## src/rtl/keypad_scan.sv

```systemverilog
// keypad_scan -- 4x4 matrix keypad scanner with debounce and a one-deep event register.
//
// One row is driven low at a time. The columns are read once at the end of each
// row slot. A key must read closed for DEBOUNCE_N consecutive slots before it is
// reported. It must then read open for DEBOUNCE_N consecutive slots before scanning
// resumes. While a key is pressed or being released the row stays frozen, so only
// that one key is tracked.
//
// Optional feature: define KEYPAD_REPEAT_EN to enable auto-repeat. While a key is
// held, the same code is reported again every REPEAT_N slots.
//
// Ports
//   i_Clk        system clock
//   i_Rst        synchronous active-high reset
//   i_Key_Col    column sense, active-low, pulled up externally
//   o_Key_Row    row drive, one-cold
//   o_Key_Code   last reported key {row_idx, col_idx}
//   o_Key_Valid  event pending; cleared by i_Key_Ack
//   i_Key_Ack    consumer acknowledge
//   o_Overrun    one-cycle pulse when an unacknowledged event is overwritten
module keypad_scan #(
  parameter int SCAN_CNT   = 10000,
  parameter int DEBOUNCE_N = 4,
  parameter int REPEAT_N   = 2500
) (
  input  logic       i_Clk,
  input  logic       i_Rst,
  input  logic [3:0] i_Key_Col,
  output logic [3:0] o_Key_Row,
  output logic [3:0] o_Key_Code,
  output logic       o_Key_Valid,
  input  logic       i_Key_Ack,
  output logic       o_Overrun
);

  localparam int   CNT_W    = (SCAN_CNT > 1) ? $clog2(SCAN_CNT) : 1;
  localparam int   DB_W     = $clog2(DEBOUNCE_N + 1);
  // With DEBOUNCE_N <= 1, the first qualifying sample completes debounce on its own.
  localparam logic ONE_SHOT = (DEBOUNCE_N <= 1);

  typedef enum logic [1:0] {S_SCAN, S_DEBOUNCE, S_HELD, S_RELEASE} state_t;

  state_t           r_State;
  logic [CNT_W-1:0] r_Cnt;
  logic [3:0]       r_Row;
  logic [3:0]       r_Cand;
  logic [DB_W-1:0]  r_Stab;
  logic [DB_W-1:0]  r_Rel;
  logic [3:0]       r_Code;
  logic             r_Valid;
  logic             r_Overrun;

  logic             w_Tick;
  logic             w_Hit;
  logic [1:0]       w_HitCol;
  logic [1:0]       w_RowIdx;
  logic             w_CandBit;
  logic [DB_W-1:0]  w_StabNext;
  logic [DB_W-1:0]  w_RelNext;
  logic [3:0]       w_RowRot;
  logic             w_RepEvt;
  logic             w_Event;
  logic [3:0]       w_EvCode;

  // Lowest-index column that reads closed.
  function automatic logic [1:0] f_low_zero(input logic [3:0] v);
    if (!v[0])      f_low_zero = 2'd0;
    else if (!v[1]) f_low_zero = 2'd1;
    else if (!v[2]) f_low_zero = 2'd2;
    else            f_low_zero = 2'd3;
  endfunction

  assign w_Tick     = (r_Cnt == CNT_W'(SCAN_CNT - 1));
  assign w_Hit      = (i_Key_Col != 4'hF);
  assign w_HitCol   = f_low_zero(i_Key_Col);
  assign w_RowIdx   = f_low_zero(r_Row);
  // Column bit of the tracked key; 1 means the key reads open.
  assign w_CandBit  = i_Key_Col[r_Cand[1:0]];
  assign w_StabNext = r_Stab + 1'b1;
  assign w_RelNext  = r_Rel + 1'b1;
  assign w_RowRot   = {r_Row[2:0], r_Row[3]};

`ifdef KEYPAD_REPEAT_EN
  localparam int RP_W = $clog2(REPEAT_N + 1);
  logic [RP_W-1:0] r_Rep;
  logic [RP_W-1:0] w_RepNext;
  assign w_RepNext = r_Rep + 1'b1;
  assign w_RepEvt  = (r_State == S_HELD) && !w_CandBit && (w_RepNext == RP_W'(REPEAT_N));
`else
  assign w_RepEvt  = 1'b0;
`endif

  assign w_Event = w_Tick && (
                   (ONE_SHOT && (r_State == S_SCAN) && w_Hit) ||
                   ((r_State == S_DEBOUNCE) && w_Hit && (w_HitCol == r_Cand[1:0]) &&
                    (w_StabNext >= DB_W'(DEBOUNCE_N))) ||
                   w_RepEvt);
  // In SCAN, the candidate has not been captured yet, so take the code directly.
  assign w_EvCode = (r_State == S_SCAN) ? {w_RowIdx, w_HitCol} : r_Cand;

  always_ff @(posedge i_Clk) begin
    if (i_Rst) begin
      r_State   <= S_SCAN;
      r_Cnt     <= '0;
      r_Row     <= 4'b1110;
      r_Cand    <= '0;
      r_Stab    <= '0;
      r_Rel     <= '0;
      r_Code    <= '0;
      r_Valid   <= 1'b0;
      r_Overrun <= 1'b0;
`ifdef KEYPAD_REPEAT_EN
      r_Rep     <= '0;
`endif
    end else begin
      r_Cnt <= w_Tick ? '0 : r_Cnt + 1'b1;

      // Event register: a new event wins over an ack in the same cycle.
      if (w_Event) begin
        r_Code    <= w_EvCode;
        r_Valid   <= 1'b1;
        r_Overrun <= r_Valid && !i_Key_Ack;
      end else begin
        r_Overrun <= 1'b0;
        if (i_Key_Ack) r_Valid <= 1'b0;
      end

`ifdef KEYPAD_REPEAT_EN
      // The counter is zero whenever the FSM is not in HELD. So every entry to
      // HELD starts the count from zero.
      if (r_State != S_HELD)          r_Rep <= '0;
      else if (w_Tick && !w_CandBit) r_Rep <= w_RepEvt ? '0 : w_RepNext;
`endif

      if (w_Tick) begin
        case (r_State)
          S_SCAN: begin
            if (w_Hit) begin
              r_Cand  <= {w_RowIdx, w_HitCol};
              r_Stab  <= DB_W'(1);
              r_State <= ONE_SHOT ? S_HELD : S_DEBOUNCE;
            end else begin
              r_Row <= w_RowRot;
            end
          end
          S_DEBOUNCE: begin
            if (w_Hit && (w_HitCol == r_Cand[1:0])) begin
              r_Stab <= w_StabNext;
              if (w_StabNext >= DB_W'(DEBOUNCE_N)) r_State <= S_HELD;
            end else begin
              r_Stab  <= '0;
              r_State <= S_SCAN;
              r_Row   <= w_RowRot;
            end
          end
          S_HELD: begin
            if (w_CandBit) begin
              if (ONE_SHOT) begin
                r_State <= S_SCAN;
                r_Row   <= w_RowRot;
              end else begin
                r_Rel   <= DB_W'(1);
                r_State <= S_RELEASE;
              end
            end
          end
          S_RELEASE: begin
            if (w_CandBit) begin
              r_Rel <= w_RelNext;
              if (w_RelNext >= DB_W'(DEBOUNCE_N)) begin
                r_Rel   <= '0;
                r_State <= S_SCAN;
                r_Row   <= w_RowRot;
              end
            end else begin
              r_Rel   <= '0;
              r_State <= S_HELD;
            end
          end
          default: r_State <= S_SCAN;
        endcase
      end
    end
  end

  assign o_Key_Row   = r_Row;
  assign o_Key_Code  = r_Code;
  assign o_Key_Valid = r_Valid;
  assign o_Overrun   = r_Overrun;

endmodule

```

## config.mk

```make
export PLATFORM = sky130hd
export DESIGN_NAME = keypad_scan
export DESIGN_NICKNAME = d
export VERILOG_FILES = /design/src/rtl/keypad_scan.sv
export SDC_FILE = /design/constraint.sdc
export NUM_CORES = 1
export LEC_CHECK = 0
export CAP_MARGIN = 0
export CELL_PAD_IN_SITES_DETAIL_PLACEMENT = 1
export CELL_PAD_IN_SITES_GLOBAL_PLACEMENT = 1
export CORE_ASPECT_RATIO = 1.1
export CORE_MARGIN = 2
export CORE_UTILIZATION = 45
export CTS_BUF_LIST = sky130_fd_sc_hd__clkbuf_8
export DETAILED_ROUTE_END_ITERATION = 16
export PLACE_DENSITY = 0.79
export SLEW_MARGIN = 20
export SYNTH_ARGS = -nofsm -noshare
export SYNTH_HDL_FRONTEND = slang
export SYNTH_SLANG_ARGS = --single-unit
```

## constraint.sdc

```tcl
create_clock -name i_Clk -period 3 [get_ports i_Clk]
set_clock_uncertainty 0.1 [all_clocks]
set_input_delay 0.6 -clock i_Clk [delete_from_list [all_inputs] [get_ports i_Clk]]
set_output_delay 0.6 -clock i_Clk [all_outputs]
set_load 0.05 [all_outputs]
```

==> results.ini <==
[yosys]
ys_top_cells_by_area=dfxtp_1, nor2_1, nand3_1
yosys_warnings=0
synthCells=199
synth_area_sq_mm=0.001764
ys_types=43
synth-seq-area-share_pct=40.85
synth-edff-count=0
synth_seq_cells=36
async_flop_share_pct=0
yosys.area.top_type_share_pct=40.85
ys.flop_type=dfxtp_1
synth_largest_area_cell=dfxtp_1
synthesis.nets=209
avgSynthCellArea_sq_um=8.865

[finish]
drive_gt1_share_pct=8.676
final_cell_area_sq_mm=0.002049
fin_nets=228
final_common_cell=dfxtp_1
final_cell_mix=dfxtp_1, nor2_1, nand2_1
diodes=0
syn_to_final_growth_pct=16.17

[placed_design]
io_buffers=16
dp.final_hpwl_um=3101
gp_congestion=0.7969
place_area_sq_mm=0.001959
dp_worst_setup_slack_ps=156.9

[critical_path]
r2r_cells=5
arrival_ps=2660
cp-startpoint=i_Key_Col[1]
reg2reg_slack_ps=470
critPathKind=in2reg
reg2reg_from=r_Cnt[11]$_SDFF_PP0_
worstSetupStartpointType=input port
path_max_fanout=8
crit_path_end_kind=flip-flop
cp.required_ps=3110

[sta]
fin_setup_tns_ps=0
period_needed_ps=2550
setup_violations=0
setup_slack_ps=449.8
fmax_ghz=0.3921
hold_ws_ps=362.8
max-slew-margin-rel_pct=64.08
period_share_pct=85.01
worstMarginPinSlew_ps=538.8
drv_slew=0
finalHoldViolations=0
rsz0062_at_grt=false

[clocking]
cts_buffer_depth=2
cts.sinks=36
numCtsBuffers=5
htree_levels=2
root_buffer=clkbuf_8
post_cts_buffers=0
clk_latency_ps=290
hold_buffers=0
cts_resized=0
clkTransAtPathRegs_ps=70
cts_tree=done

[drt]
drt_iter0_markers=47
drc=0
drtPass1Iterations=4
via_count=1493
drt-total-wl_um=4207
vias_per_cell=5.550
antenna_left=0
wl_per_cell_um=15.64

[grt]
grt_pass1_vias=1544
grt_pass1_wl_um=7389
grt_usage_pct=21.20
gr-total-overflow=0
grt_start_max_net_pins=23
antenna_found_initial=0

[floorplanning]
die_w_um=63.70
die_area_sq_mm=0.004438
core-area_sq_mm=0.003712
ios=17
initial_core_util_pct=47.52
rows=23
die_h_um=69.67

[job]
drv_cap=0

[min_path]
hold_path.startpoint=r_Cnt[0]$_SDFF_PP0_
hold_depth=1
hp-class=reg2reg

[power_and_ir_drop]
power.density_mw_per_mm2=424.5
pwr-share-comb_pct=4.3
pwr-share-seq_pct=55.7
p_sw_share_pct=22.12
p_int_mw=0.6775
p_switching_mw=0.1924
peakVddDrop_v=0.0002279
p_leak_nw=0.7408
clkPwrFrac_pct=40.1

[outcome]
status=completed

worst max-delay path: stages:
cell	delay (ps)
clkdlybuf4s50_1	530
and4b_2	280
o211ai_1	380
a21oi_1	170
nor3_2	440
mux2i_1	250
power groups by stage:
stage / Combinational [mW] / Sequential (mW) / Clock, mW
5_1_grt: 0.0415 / 0.484 / 0.373
2_1_floorplan: 0.0217 / 0.494 / 0
3_5_place_dp: 0.0369 / 0.495 / 0
3_3_place_gp: 0.0345 / 0.494 / 0
4_1_cts: 0.0375 / 0.484 / 0.359
6_report: 0.0372 / 0.484 / 0.349
path summary, 6_finish.rpt:
kind	to
setup reg to reg	o_Key_Code[1]$_SDFFE_PP0P_
setup / recovery	o_Key_Row[2]$_SDFFE_PP1P_
hold / removal	r_Cnt[0]$_SDFF_PP0_
hold reg to reg	r_Cnt[0]$_SDFF_PP0_
logic make-up after synthesis:
logic type	Yosys count	synth area share [%]
AO/OA/AOI/OAI	31	12.77
buffers and inverters	9	3.050
adder cells (fa/ha/maj)	3	2.128
flip-flops	36	40.85
XOR/XNOR	14	6.950
multiplexers	6	4.113
AND/OR/NAND/NOR	100	30.14
metrics by stage:
stage,total power [mW],cells,utilization (%)
2_1_floorplan,0.5156,199,-
3_3_place_gp,0.5287,261,52.78
3_5_place_dp,0.5317,261,52.78
4_1_cts,0.8802,269,55.21
5_1_grt,0.8987,269,55.21
6_report,0.8699,269,55.21
final cells by class:
cell class                 count  area [sq um]
clock inverter                 2         7.507
tap                           50         62.56
multi-input combinational    154         989.7
sequential                    36         720.7
clock buffer                   6         82.58
fill                         450          1663
inverter                       3         11.26
timing repair buffer          18         175.2
layer usage:
layer | global-route usage (%) | vias up | share of wire (%)
li1 | - | 747 | -
met1 | 24.92 | 720 | 42
met2 | 36.96 | 18 | 53
met3 | 4.383 | 8 | 2.1
met4 | 8.937 | 0 | 2.3
met5 | 0 | - | 0
registers in the layout (all words and copies together) (netlist names):
| name | flops |
|---|---|
| r_Cand | 4 |
| r_Cnt | 14 |
| o_Key_Row | 4 |
| o_Key_Code | 4 |
| o_Key_Valid | 1 |
| o_Overrun | 1 |
| r_Stab | 3 |
| r_State | 2 |
| r_Rel | 3 |
Yosys cell counts (2+ instances only):
cell           instances
nand3_1               15
a211oi_1               4
nor2_1                33
dfxtp_1               36
clkbuf_1               3
xnor2_1                8
nand2b_1               5
a21oi_1               13
and3_1                 6
nand4_1                4
o211a_1                2
nor3_1                 3
inv_1                  3
dlygate4sd3_1          2
mux2i_1                5
a21boi_0               2
or3_1                  2
xor2_1                 6
nand2_1               18
ha_1                   3
o211ai_1               3
nor3b_1                2
Power figures use the tool's default switching activity.
